<file path="src/rtl/prbs_burst_ctrl_pkg.sv">
// Shared types and constants for the PRBS31 burst controller and its LFSR core.
package prbs_pkg;

  // Width of the burst length and of the ones counter.
  localparam int LEN_W = 16;
  // LFSR width; fixed at 31 for x^31 + x^28 + 1.
  localparam int LFSR_W = 31;
  // Second feedback tap: feedback = lfsr[TAP] ^ lfsr[LFSR_W-1].
  localparam int TAP = 27;
  // Value used whenever the requested seed would lock the LFSR at zero.
  localparam logic [LFSR_W-1:0] DEFAULT_SEED = 31'd1;

  // Controller states.
  typedef enum logic [1:0] {
    IDLE = 2'd0,
    LOAD = 2'd1,
    RUN  = 2'd2,
    DONE = 2'd3
  } state_t;

  // Map the all-zero seed onto DEFAULT_SEED so the LFSR can never stall.
  function automatic logic [LFSR_W-1:0] seed_fix(input logic [LFSR_W-1:0] raw);
    logic [LFSR_W-1:0] eff;
    if (raw == {LFSR_W{1'b0}}) begin
      eff = DEFAULT_SEED;
    end else begin
      eff = raw;
    end
    return eff;
  endfunction

endpackage

</file>
<file path="src/rtl/prbs_burst_ctrl_lfsr31_core.sv">
// PRBS31 shift/feedback register. Load has priority over step; the output
// bit of the sequence is q[LFSR_W-1].
module lfsr31_core #(
  parameter int LFSR_W = prbs_pkg::LFSR_W,
  parameter int TAP    = prbs_pkg::TAP
) (
  input  logic              clk,
  input  logic              rst_n,
  input  logic              load,
  input  logic [LFSR_W-1:0] load_val,
  input  logic              step,
  output logic [LFSR_W-1:0] q
);

  logic [LFSR_W-1:0] lfsr_r;

  // Shift register: reset to the default seed, load a new seed, or advance one step.
  always_ff @(posedge clk or posedge rst_n) begin
    if (rst_n) begin
      lfsr_r <= prbs_pkg::DEFAULT_SEED;
    end else if (load) begin
      lfsr_r <= load_val;
    end else if (step) begin
      lfsr_r <= {lfsr_r[LFSR_W-2:0], lfsr_r[TAP] ^ lfsr_r[LFSR_W-1]};
    end else begin
      lfsr_r <= lfsr_r;
    end
  end

  assign q = lfsr_r;

endmodule

</file>
<file path="src/rtl/prbs_burst_ctrl.sv">
// Burst controller for the PRBS31 generator: byte-serial seed loading,
// start/pause/abort sequencing, bit metering and a ones counter.
// Note: rst_n keeps its historical name but is an active-high async reset.
module prbs_burst_ctrl #(
  parameter int LEN_W  = prbs_pkg::LEN_W,
  parameter int LFSR_W = prbs_pkg::LFSR_W,
  parameter int TAP    = prbs_pkg::TAP
) (
  input  logic             clk,
  input  logic             rst_n,
  input  logic [7:0]       seed_byte,
  input  logic             seed_we,
  input  logic [LEN_W-1:0] len,
  input  logic             start,
  input  logic             pause,
  input  logic             abort,
  output logic             busy,
  output logic             done,
  output logic             bit_out,
  output logic             bit_valid,
  output logic [LEN_W-1:0] ones_cnt
);

  import prbs_pkg::*;

  localparam logic [LEN_W-1:0] ONE_L  = {{(LEN_W-1){1'b0}}, 1'b1};
  localparam logic [LEN_W-1:0] ZERO_L = {LEN_W{1'b0}};
  localparam logic [LEN_W-1:0] SAT_L  = {LEN_W{1'b1}};

  state_t            state_r;
  state_t            state_s;
  // Only bits [30:0] of the 32-bit shift shadow ever reach the LFSR, so the
  // bit that would sit at position 31 is simply dropped on each shift.
  logic [LFSR_W-1:0] seed_sh_r;
  logic [LFSR_W-1:0] seed_eff_s;
  logic [LEN_W-1:0]  remaining_r;
  logic [LEN_W-1:0]  ones_cnt_r;
  logic              busy_r;
  logic              done_r;
  logic              accept_s;
  logic              seed_shift_s;
  logic              load_s;
  logic              step_s;
  logic [LFSR_W-1:0] lfsr_q_s;

  assign seed_eff_s = seed_fix(seed_sh_r);

  // Control decode: which datapath actions happen this cycle.
  always_comb begin
    accept_s     = 1'b0;
    seed_shift_s = 1'b0;
    load_s       = 1'b0;
    step_s       = 1'b0;
    if (state_r == IDLE) begin
      accept_s     = start;
      seed_shift_s = seed_we;
    end else if (state_r == LOAD) begin
      load_s = ~abort;
    end else if (state_r == RUN) begin
      step_s = ~pause & ~abort;
    end else begin
      step_s = 1'b0;
    end
  end

  // Next-state logic; abort beats both pause and completion.
  always_comb begin
    state_s = state_r;
    case (state_r)
      IDLE: begin
        if (start) begin
          state_s = LOAD;
        end else begin
          state_s = IDLE;
        end
      end
      LOAD: begin
        if (abort) begin
          state_s = IDLE;
        end else if (remaining_r != ZERO_L) begin
          state_s = RUN;
        end else begin
          state_s = DONE;
        end
      end
      RUN: begin
        if (abort) begin
          state_s = IDLE;
        end else if (pause) begin
          state_s = RUN;
        end else if (remaining_r == ONE_L) begin
          state_s = DONE;
        end else begin
          state_s = RUN;
        end
      end
      DONE: begin
        state_s = IDLE;
      end
      default: begin
        state_s = IDLE;
      end
    endcase
  end

  // State register plus busy/done, registered from the next state so they track state exactly.
  always_ff @(posedge clk or posedge rst_n) begin
    if (rst_n) begin
      state_r <= IDLE;
      busy_r  <= 1'b0;
      done_r  <= 1'b0;
    end else begin
      state_r <= state_s;
      busy_r  <= (state_s != IDLE);
      done_r  <= (state_s == DONE);
    end
  end

  // Seed shadow: byte-serial, MSB byte first, writable only while idle.
  always_ff @(posedge clk or posedge rst_n) begin
    if (rst_n) begin
      seed_sh_r <= prbs_pkg::DEFAULT_SEED;
    end else if (seed_shift_s) begin
      seed_sh_r <= {seed_sh_r[LFSR_W-9:0], seed_byte};
    end else begin
      seed_sh_r <= seed_sh_r;
    end
  end

  // Remaining-bit counter: latched on start, decremented on each emitted bit.
  always_ff @(posedge clk or posedge rst_n) begin
    if (rst_n) begin
      remaining_r <= ZERO_L;
    end else if (accept_s) begin
      remaining_r <= len;
    end else if (step_s) begin
      remaining_r <= remaining_r - ONE_L;
    end else begin
      remaining_r <= remaining_r;
    end
  end

  // Ones counter: cleared on start, counts emitted 1 bits, saturates; kept after abort.
  always_ff @(posedge clk or posedge rst_n) begin
    if (rst_n) begin
      ones_cnt_r <= ZERO_L;
    end else if (accept_s) begin
      ones_cnt_r <= ZERO_L;
    end else if (step_s && lfsr_q_s[LFSR_W-1] && (ones_cnt_r != SAT_L)) begin
      ones_cnt_r <= ones_cnt_r + ONE_L;
    end else begin
      ones_cnt_r <= ones_cnt_r;
    end
  end

  lfsr31_core #(
    .LFSR_W (LFSR_W),
    .TAP    (TAP)
  ) u_lfsr (
    .clk      (clk),
    .rst_n    (rst_n),
    .load     (load_s),
    .load_val (seed_eff_s),
    .step     (step_s),
    .q        (lfsr_q_s)
  );

  assign busy      = busy_r;
  assign done      = done_r;
  assign ones_cnt  = ones_cnt_r;
  // A bit is consumed exactly when the LFSR steps; the bit is forced low otherwise.
  assign bit_valid = step_s;
  assign bit_out   = step_s & lfsr_q_s[LFSR_W-1];

endmodule

</file>
<file path="config.mk">
export PLATFORM = sky130hd
export DESIGN_NAME = prbs_burst_ctrl
export DESIGN_NICKNAME = d
export VERILOG_FILES = /design/src/rtl/prbs_burst_ctrl_pkg.sv /design/src/rtl/prbs_burst_ctrl_lfsr31_core.sv /design/src/rtl/prbs_burst_ctrl.sv
export SDC_FILE = /design/constraint.sdc
export NUM_CORES = 1
export LEC_CHECK = 0
export BUFFER_PORTS_ARGS = -buffer_cell sky130_fd_sc_hd__buf_2
export CAP_MARGIN = 20
export CELL_PAD_IN_SITES_DETAIL_PLACEMENT = 2
export CELL_PAD_IN_SITES_GLOBAL_PLACEMENT = 2
export CORE_MARGIN = 2
export CORE_UTILIZATION = 40
export CTS_BUF_LIST = sky130_fd_sc_hd__clkbuf_8
export DETAILED_ROUTE_END_ITERATION = 6
export PLACE_DENSITY = 0.8
export SLEW_MARGIN = 20
export SYNTH_ARGS = -nofsm -noshare
export SYNTH_HDL_FRONTEND = slang
export SYNTH_SLANG_ARGS = --single-unit
</file>
<file path="constraint.sdc">
create_clock -name clk -period 6.9 [get_ports clk]
set_clock_uncertainty 0.1 [all_clocks]
set_input_delay 1.38 -clock clk [delete_from_list [all_inputs] [get_ports clk]]
set_output_delay 1.38 -clock clk [all_outputs]
set_load 0.01 [all_outputs]
</file>
==> flow_summary.ini <==
[run_status]
status = finished, final reports clean

[placed_design]
dp_hpwl_microns = 8090
place_congestion = 0.740
dp_cells = 596
io_buffers = 49

[cells_and_area]
n_antenna_cell = 0
final_util_pct = 46.4
final_nets = 501
stdcell_count = 612
mostFrequentLayoutCells = dfrtp_1 (96), nor2_1 (70), buf_2 (49), mux2_2 (31), o22ai_1 (30)
nFillCells = 1164
synthToLayoutAreaGrowth_pct = 12.5
layout.cells.most_common = dfrtp_1
drive_above_1_share_pct = 23.5

[global_route]
track_usage_pct = 22.2
antenna_found_initial = 0
grt_max_degree = 65
overflow = 0
grt_first_pass_wirelength_microns = 20300
grt_pass1_vias = 3889

[route]
routed-via-count = 3524
wl_per_cell_microns = 19.6
initialDrtViolationCount = 123
first_pass_iters = 4
vias_per_cell = 5.76
antenna_left = 0
drc_errors = 0
wirelength_microns = 12000

[run]
maxCapViolations = 0

[hold_path]
holdCritPathClass = reg -> reg

[timing]
finalSetupViolCount = 0
worstMarginPinSlew_ns = 0.829
timing.setup.tns_ns = 0
slew_headroom_pct = 44.7
period_share_pct = 69.6
final_hold_viol_count = 0
max_freq_ghz = 0.208
fin_crit_ns = 4.80
rsz0062_at_grt = false
maxSlewViolCount = 0

[logic_synthesis]
synth_fa_ha_area_share_pct = 1.12
avgSynthCellArea_sq_um = 10.5
synth_edf_count = 0
synthFlopType = dfrtp_1
synth_top_family_by_area = simple AND/OR/NAND/NOR gates
synth-seq-cells = 98
async_flop_share_pct = 100
synthesis.area_sq_um = 4490
synthXorXnorAreaFrac_pct = 1.76
synth_fp_nets = 463
synth_mux_area_share_pct = 8.67
ys_types = 46
syn_inst = 429
yosys.area_share.simple_pct = 18.4
synth_compound_area_share_pct = 12.0
synth_top_area_share_pct = 53.5
synth_area_leader_cell = dfrtp_1
synth_area_leaders = dfrtp_1 (54%), mux2_2 (7.8%), nor2_1 (5.9%)
seq_area_frac_synth_pct = 54.7
ys_warn_count = 0

[clock_network]
cts_sinks = 98
cts_buffers = 9
root_buffer = clkbuf_8
ctsHoldBuffers = 0
cts_buffer_depth = 2
cts_resized = 0
clk_latency_ns = 0.38
cts_tree = built
cts_setup_buffers = 0
htree_num_levels = 3
path_clk_slew_ns = 0.09

[setup_path]
cp.arrival_ns = 3.32
crit_type = in -> out
worst_setup_path_start_kind = primary input
crit_chain = buf_2 -> or4b_4 -> inv_1 -> nand2_1 -> inv_1 -> buf_2
cp.required_ns = 5.42
crit_path_max_fanout = 37
critPathMaxStageDelay_ns = 0.76
end_kind = output port
crit_slowest_cell = or4b_4

[die]
die_width_microns = 110
die_h_microns = 110
ios = 50
die_area_sq_um = 12100
rows = 38
start_util_pct = 41.2
design.core.area_sq_um = 10900

[pwr]
power_density_nw_per_um2 = 353
p_leak_uw = 0.00212
peakVddDrop_mv = 0.213
## registers in the layout, summed over array words and instances, names as in the netlist
name	flops
remaining_r	16
state_r	2
done	1
seed_sh_r	31
busy	1
ones_cnt	16
u_lfsr.q	31
## where the power goes
part	leakage, uW	internal (uW)	switching [uW]
logic	0.000858	201	204
clock network	0.000101	179	208
registers	0.00117	787	204
total	0.00212	1170	616
## logic make-up after synthesis
kind of cell | Yosys count
adder cells (fa/ha/maj) | 4
buffers and inverters | 34
AND/OR/NAND/NOR | 166
XOR/XNOR | 9
flip-flops | 98
multiplexers | 35
AO/OA/AOI/OAI | 83
## per-stage QoR
stage               hold slack [ns]  area (sq um)  setup slack [ns]  power [uW]
CTS                           0.414          5030              2.09        1810
finish                        0.407          5050              2.10        1780
global placement              0.377          4830              2.16        1360
floorplan                     0.361          4490              2.86        1240
global route                  0.437          5050              1.97        1920
detailed placement            0.391          4830              2.08        1410
## synth_stat cells, types with 3 or more instances
cell type,n
nor4_1,11
nand2_1,25
or2_2,3
nand4_1,10
a31oi_1,4
o31ai_1,9
or3_1,6
dfrtp_1,96
ha_1,4
nor2_1,70
a21oi_1,11
mux2i_1,4
o21ai_0,11
mux2_2,31
nand3_1,10
o211ai_1,5
nor3_1,5
xor2_1,4
inv_1,9
or4_1,11
buf_6,3
xnor2_1,5
clkbuf_1,17
buf_1,4
and3_1,4
o22ai_1,30
## path summary, 6_finish.rpt
check,cells past startpoint,slack [ns],to,from
setup / recovery,6,2.10,bit_out,pause
hold / removal,2,0.41,u_lfsr.q[12]$_DFFE_PP0P_,u_lfsr.q[12]$_DFFE_PP0P_
setup reg to reg,5,3.94,remaining_r[15]$_DFFE_PP0P_,state_r[0]$_DFF_PP0_
hold reg to reg,2,0.41,u_lfsr.q[12]$_DFFE_PP0P_,u_lfsr.q[12]$_DFFE_PP0P_
max in group asynchronous,3,4.62,ones_cnt[6]$_DFFE_PP0P_,rst_n
min in group asynchronous,2,0.90,seed_sh_r[2]$_DFFE_PP0P_,rst_n
## metal layers
metal  vias up  share of wire [%]  GRT usage, %  routed length (microns)
met5         -                  0             0                        0
met4         0               0.93          4.88                      111
met3         8                3.1          5.45                      372
met2        46                 53          40.4                     6310
met1      1827                 43          26.3                     5190
li1       1643                  -             -                        -
## layout make-up
cell class	count	area, sq um	share of cell area (%)
sequential	98	2450	48.6
multi-input combinational	297	1910	37.8
timing repair buffer	52	268	5.30
tap	140	175	3.47
clock buffer	10	138	2.73
clock inverter	6	66.3	1.31
inverter	9	36.3	0.719
## worst max-delay path, delay by kind of cell
| family | cells | cell delay (ns) |
|---|---|---|
| AND/OR/NAND/NOR | 2 | 1.04 |
| buffers and inverters | 4 | 0.87 |
Power figures use the tool's default switching activity.
